### config.mk
export PLATFORM = sky130hd
export DESIGN_NAME = wb_regfile
export DESIGN_NICKNAME = d
export VERILOG_FILES = /design/src/rtl/riscv_pkg.sv /design/src/rtl/wb_result_mux.sv /design/src/rtl/wb_regfile.sv
export SDC_FILE = /design/constraint.sdc
export NUM_CORES = 2
export LEC_CHECK = 0
export CORE_MARGIN = 1.5
export CORE_UTILIZATION = 61
export DETAILED_ROUTE_END_ITERATION = 12
export PLACE_DENSITY = 0.8
export SYNTH_ARGS = -nofsm -noshare
export SYNTH_HDL_FRONTEND = slang
export SYNTH_SLANG_ARGS = --single-unit
export TNS_END_PERCENT = 1
### constraint.sdc
create_clock -name clk -period 5.35 [get_ports clk]
set_clock_uncertainty 0.1 [all_clocks]
set_input_delay 1.605 -clock clk [delete_from_list [all_inputs] [get_ports clk]]
set_output_delay 1.605 -clock clk [all_outputs]
set_load 0.02 [all_outputs]
### src/rtl/riscv_pkg.sv
// Shared RV32 integer-pipeline constants and write-back result-select encodings.
// No logic: types, localparams and one helper only.
package riscv_pkg;

   localparam int XLEN  = 32;
   localparam int NREGS = 32;
   localparam int AW    = $clog2(NREGS);

   typedef enum logic [1:0] {
      RES_ALU  = 2'b00,
      RES_MEM  = 2'b01,
      RES_PC4  = 2'b10,
      RES_RSVD = 2'b11
   } result_src_t;

   // A write-back select carries a committable value unless it is the reserved code.
   function automatic logic result_src_valid(input logic [1:0] src);
      return src != RES_RSVD;
   endfunction

endpackage

### src/rtl/wb_result_mux.sv
// Write-back result select (ALU / load / PC+4), combinational, zero latency, no flow control.
// valid drops for the reserved select so callers can suppress the commit.
module wb_result_mux
   import riscv_pkg::*;
#(
   parameter int W = XLEN
) (
   input  logic [1:0]   src,
   input  logic [W-1:0] alu_result,
   input  logic [W-1:0] read_data,
   input  logic [W-1:0] pc_plus4,
   output logic [W-1:0] result,
   output logic         valid
);

   always_comb begin
      result = '0;
      valid  = result_src_valid(src);
      case (src)
         RES_ALU:  result = alu_result;
         RES_MEM:  result = read_data;
         RES_PC4:  result = pc_plus4;
         default:  result = '0;
      endcase
   end

endmodule

### src/rtl/wb_regfile.sv
// Write-back stage plus 32-entry integer register file: commit on clk, async reads, commit counter.
// Reads see a commit next cycle, or same cycle when WB_REGFILE_BYPASS_EN is defined; no handshake.
module wb_regfile
   import riscv_pkg::*;
#(
   parameter  int XLEN_P = XLEN,
   parameter  int NREGS_P = NREGS,
   parameter  int CNT_W  = 32,
   localparam int AW_P   = $clog2(NREGS_P)
) (
   input  logic              clk,
   input  logic              reset,
   input  logic              RegWriteW,
   input  logic [1:0]        ResultSrcW,
   input  logic [XLEN_P-1:0] ReadDataW,
   input  logic [XLEN_P-1:0] ALUResultW,
   input  logic [XLEN_P-1:0] PCPlus4W,
   input  logic [AW_P-1:0]   RdW,
   input  logic [AW_P-1:0]   A1,
   input  logic [AW_P-1:0]   A2,
   output logic [XLEN_P-1:0] RD1,
   output logic [XLEN_P-1:0] RD2,
   output logic [XLEN_P-1:0] ResultW,
   output logic [CNT_W-1:0]  wb_count
);

   logic [XLEN_P-1:0] regs [NREGS_P];
   logic              result_valid;
   logic              we;

   wb_result_mux #(.W(XLEN_P)) u_mux (
      .src        (ResultSrcW),
      .alu_result (ALUResultW),
      .read_data  (ReadDataW),
      .pc_plus4   (PCPlus4W),
      .result     (ResultW),
      .valid      (result_valid)
   );

   assign we = RegWriteW && (RdW != '0) && result_valid && !reset;

   // Entry 0 is cleared by reset and never written, so it always reads zero.
   always_ff @(posedge clk) begin
      if (reset) begin
         for (int i = 0; i < NREGS_P; i++) regs[i] <= '0;
         wb_count <= '0;
      end else if (we) begin
         regs[RdW] <= ResultW;
         wb_count  <= wb_count + {{(CNT_W-1){1'b0}}, 1'b1};
      end
   end

   always_comb begin
      RD1 = regs[A1];
      RD2 = regs[A2];
`ifdef WB_REGFILE_BYPASS_EN
      if (we && (A1 == RdW)) RD1 = ResultW;
      if (we && (A2 == RdW)) RD2 = ResultW;
`endif
      if (A1 == '0) RD1 = '0;
      if (A2 == '0) RD2 = '0;
   end

endmodule

======== Yosys cells after proc, flatten, opt, wreduce, memory -nomap -nowiden ========
Memories as Yosys holds them, arrays and structs flattened.
Index checks and enable logic that the tools add are counted.
operators by class
  mux-type cells .......................... 11
  equality and inequality tests ........... 3
  reduce and logical (&&, ||, !) cells .... 9
  add/sub/neg operators ................... 1
operators with widths
  operator                                                          number
  32-bit two-way mux                                                3
  32-bit one-hot mux with 3 select lines                            1
  32-bit by 1-bit adder with 32-bit output (second input constant)  1
  32-bit OR reduction                                               1
  5-bit zero test                                                   2
  1-bit two-way mux                                                 6
  5-bit two-way mux                                                 1
  5-bit nonzero test                                                1
  1-bit logical AND                                                 3
  2-bit by 1-bit == test with 1-bit output (second input constant)  1
  2-bit == test (second input constant)                             1
  2-bit zero test                                                   1
  2-bit inequality test (second input constant)                     1
  1-bit zero test                                                   1
storage, ports and cells
  input bits .............................. 116
  memories ................................ 1
  word-level logic and storage cells ...... 26
  register bits after elaboration ......... 32
  memory bits (writable) .................. 1,024
memories
  name  words  bits a word  read ports  clocked after memory_dff  write ports  line              text
  regs  32     32           2           0                         32           wb_regfile.sv:27  logic [XLEN_P-1:0] regs [NREGS_P];

======== Depth between registers and ports, before layout ========
  depth in word-level cells ............... 9
  depth in mapped cells ................... 8

======== Cells and area by module ========
From an unflattened synthesis, not the netlist that was laid out.
unflattened totals
  cells, all modules ...................... 3,951
  area, all modules ....................... 56,721.9 um^2
by module, submodules not included
  module         times used  area each (um^2)  cells each  seq. area each (um^2)
  wb_regfile     1           55,859.8          3,873       31,029.8
  wb_result_mux  1           862.1             78          0.0

======== Worst setup path after synthesis ========
OpenSTA, ideal clock, no wires.
  path kind ............................... input to output
  from .................................... input port A2[1]
  to ...................................... output port RD2[10]
  stages on the path ...................... 7
  setup slack ............................. 0.241 ns
  buffers on the path ..................... 4
  arrival ................................. 3.404 ns
  path through ............................ buf_2 buf_2 clkbuf_1 buf_1 a22oi_1 a22o_1 a31oi_1
between the ends
  word-level cells in the longest chain between the ends .. 2
  elaborated cells on any way between the ends .. 3
  those cells by class .................... mux: 1; reduce/logical: 1; memory: 1
ends and longest elaborated chain
  element                                                       line              text
  start: declaration                                            wb_regfile.sv:20  input logic [AW_P-1:0] A2,
  memory 32 x 32 bit / 5-bit zero test (equally long branches)  -
  32-bit two-way mux *                                          wb_regfile.sv:61  if (A2 == '0) RD2 = '0;
  end: declaration                                              wb_regfile.sv:22  output logic [XLEN_P-1:0] RD2,
Mark *: on every way between the ends. The rest lies on a longest branch, timed or not.

======== Final worst setup path ========
  from .................................... input port A2[0]
  to ...................................... output port RD2[12]
The elaborated chain is that of the path after synthesis.

==> flow_metrics.env <==
export IMPL_p_switching_mw=5.29
export IMPL_tightestPinTransition_ns=0.928
export IMPL_syn_avg_cell_area_um2=14.4
export IMPL_switching_share=0.259
export IMPL_rsz0062_at_grt="true"
export IMPL_worst_r2r_endpoint="wb_count[31]"
export IMPL_pwr_share_comb=0.161
export IMPL_rows=108
export IMPL_port_buffers=243
export IMPL_routed_wl_mm=189
export IMPL_cts_sinks=1056
export IMPL_cp_end_kind="output port"
export IMPL_hold_depth=2
export IMPL_fin_tns_setup_ns=-0.832
export IMPL_clockPowerShare=0.363
export IMPL_antenna_left=0
export IMPL_hold_buffers=0
export IMPL_vias=40000
export IMPL_synth_adder_area_share=0.000234
export IMPL_grt_use_met1=0.510
export IMPL_regToRegSetupSlack_ns=2.80
export IMPL_path_clk_slew_ns=0.06
export IMPL_antenna_found_initial=8
export IMPL_io_pins=244
export IMPL_wl_per_cell_um=35.0
export IMPL_ys_seq_area_frac=0.588
export IMPL_grt_max_degree=56
export IMPL_seqPwrFrac=0.477
export IMPL_worstSetupStartpointType="input port"
export IMPL_initial_core_util=0.616
export IMPL_synth_area_um2=53400
export IMPL_coreArea_um2=86800
export IMPL_internal_power_mw=15.2
export IMPL_outcome="complete, but fails checks"
export IMPL_hold_path_startpoint="wb_count[29]"
export IMPL_initialDrtViolationCount=7151
export IMPL_drc=0
export IMPL_synth_top_flop_cell="edfxtp_1"
export IMPL_placed_area_um2=60900
export IMPL_grt_pass1_wl_mm=270
export IMPL_p_per_area_nw_per_um2=317
export IMPL_synth_simple_gate_area_share=0.0914
export IMPL_max_slew_margin=0.382
export IMPL_die_x_um=299
export IMPL_synth_cell_type_count=50
export IMPL_ir_drop_mv=0.263
export IMPL_area_delta_synth_final_pct=20.9
export IMPL_setup_ws_ns=-0.154
export IMPL_finalHoldViolations=0
export IMPL_nets=4273
export IMPL_synth_compound_area_share=0.0485
export IMPL_synth_area_mux_share=0.234
export IMPL_finalCriticalPeriod_ns=5.50
export IMPL_finalInstanceArea_um2=64600
export IMPL_setup_viol=17
export IMPL_htreeDepth=3
export IMPL_ys_async_sr_fraction=0
export IMPL_drt_pass1_iter_count=7
export IMPL_p_leak_nw=22.6
export IMPL_r2r_start="wb_count[3]"
export IMPL_synth_most_common_cell="nor2_1"
export IMPL_gr_usage_met2=0.634
export IMPL_min_path_type="flip-flop to flip-flop"
export IMPL_cp_max_fo=12
export IMPL_track_usage=0.424
export IMPL_synth_top_family_by_area="multiplexers"
export IMPL_yosys_area_top_type_share=0.576
export IMPL_cts_buffers=108
export IMPL_grt_ovfl_total=0
export IMPL_place_hpwl_mm=120
export IMPL_holdPathEnd="wb_count[29]"
export IMPL_synth_edff_count=1024
export IMPL_cts_buffer_depth=3
export IMPL_cts_tree="done"
export IMPL_slew_violations=0
export IMPL_yosys_area_share_xor_xnor=0.00476
export IMPL_total_power_mw=20.5
export IMPL_synth_seq_cells=1056
export IMPL_maxCapViolations=0
export IMPL_die_y_um=299
export IMPL_cts_root_buf="clkbuf_16"
export IMPL_drive_gt1_frac=0.302
export IMPL_yosysTopAreaCell="edfxtp_1"
export IMPL_place_congestion=1.01
export IMPL_yosys_top_cells_count="nor2_1 (1065), edfxtp_1 (1024), mux4_2 (512), clkbuf_1 (307), a22oi_1 (170)"
export IMPL_cp_arrival_ns=3.80
export IMPL_ys_top_cells_by_area="edfxtp_1 (58%), mux4_2 (22%), nor2_1 (7.5%)"
export IMPL_fmax_mhz=182
export IMPL_path_class="input port to output port"
export IMPL_violations="setup timing"
export IMPL_grt_pass1_vias=40300
export IMPL_yosys_warnings=0
export IMPL_reg2regPathDepth=5
export IMPL_routed_via_density=7.42
export IMPL_grt_most_used_layer="met2"
export IMPL_fin_crit_sh=1.03
export IMPL_synthCells=3714
export IMPL_required_ns=3.65
export IMPL_die_area_um2=89300
export IMPL_clk_latency_ns=0.70
export IMPL_use_met3=0.136
==> timing repair <==
action / CTS / global route
endpoints found under the setup margin: 64 / 39
gates resized for setup: 101 / 35
buffers inserted: 2 / 0
pin swaps: 6 / 6
cloned: 1 / 0
==> critical path, stage by stage <==
cell and delay (ns):
buf_16 0.16, buf_6 0.13, mux4_2 0.49, a22oi_2 0.75, a22o_1 0.27, a31oi_1 0.06, buf_4 0.18, buf_6 0.12
==> logic make-up (layout without fill, tap and decap cells) <==
logic type | count (synthesis) | in the layout
XOR/XNOR | 29 | 29
flip-flops | 1056 | 1056
adder cells (fa/ha/maj) | 1 | 1
multiplexers | 611 | 611
buffers and inverters | 439 | 926
other | 1 | 33
AO/OA/AOI/OAI | 359 | 359
AND/OR/NAND/NOR | 1218 | 1219
==> worst max path at each step <==
stage	slack [ns]	start	to
floorplan	0.24	A2[1]	RD2[10]
global placement	-0.44	A1[0]	RD1[11]
detailed placement	-0.43	A2[3]	RD2[2]
CTS	-0.22	A2[0]	RD2[26]
global route	-0.18	A2[0]	RD2[26]
finish	-0.15	A2[0]	RD2[12]
==> state kept, by name, indices dropped and copies added, names as in the netlist <==
register / count
wb_count: 32
regs: 1024
==> power by group through the flow <==
stage / registers, mW / logic [mW] / clock network, mW
final: 9.75 / 3.29 / 7.42
after global routing: 9.77 / 3.32 / 7.67
after CTS: 9.72 / 3.13 / 7.38
after detailed placement: 9.89 / 3.12 / 0
after global placement: 9.82 / 3.08 / 0
after floorplan: 9.79 / 1.65 / 0
==> metal layers <==
metal,vias to the layer above,share of wire
met2,4361,0.45
met3,1103,0.16
met4,8,0.10
met5,-,0.00024
met1,19300,0.29
li1,15200,-
==> cell type report <==
cell class	count	area (um2)
Multi-Input combinational cell	2251	21000
Antenna cell	1	2.50
Timing Repair Buffer	703	7210
Inverter	36	135
Clock buffer	138	2950
Clock inverter	49	440
Tap cell	1155	1450
Sequential cell	1056	31400
Fill cell	5052	22200
==> stage by stage <==
step / utilization / setup WS, ns / std cells / hold WS (ns)
after detailed placement: 0.702 / -0.430 / 5198 / 0.420
final: 0.744 / -0.154 / 5389 / 0.440
after floorplan: - / 0.241 / 3745 / 0.470
after CTS: 0.743 / -0.223 / 5388 / 0.434
after global placement: 0.702 / -0.437 / 5198 / 0.398
after global routing: 0.744 / -0.183 / 5388 / 0.481
==> placed cells by master, fill, tap and decap left out, types with 12 or more instances in the layout <==
master / n
clkbuf_1: 21
xor2_1: 18
a22oi_1: 146
a31oi_1: 56
buf_12: 112
clkinv_2: 12
a21oi_2: 25
clkdlybuf4s50_1: 167
mux2i_1: 93
buf_4: 355
a22o_1: 33
o22ai_1: 20
mux4_2: 512
nand2b_2: 31
a211o_1: 19
inv_1: 36
clkbuf_16: 112
edfxtp_1: 1024
dfxtp_1: 32
nor2_1: 1059
clkinv_1: 21
a22oi_2: 24
nand2_1: 47
nand4_1: 14
dlygate4sd2_1: 52
conb_1: 32
No activity file was read; power rests on OpenSTA's default activity.
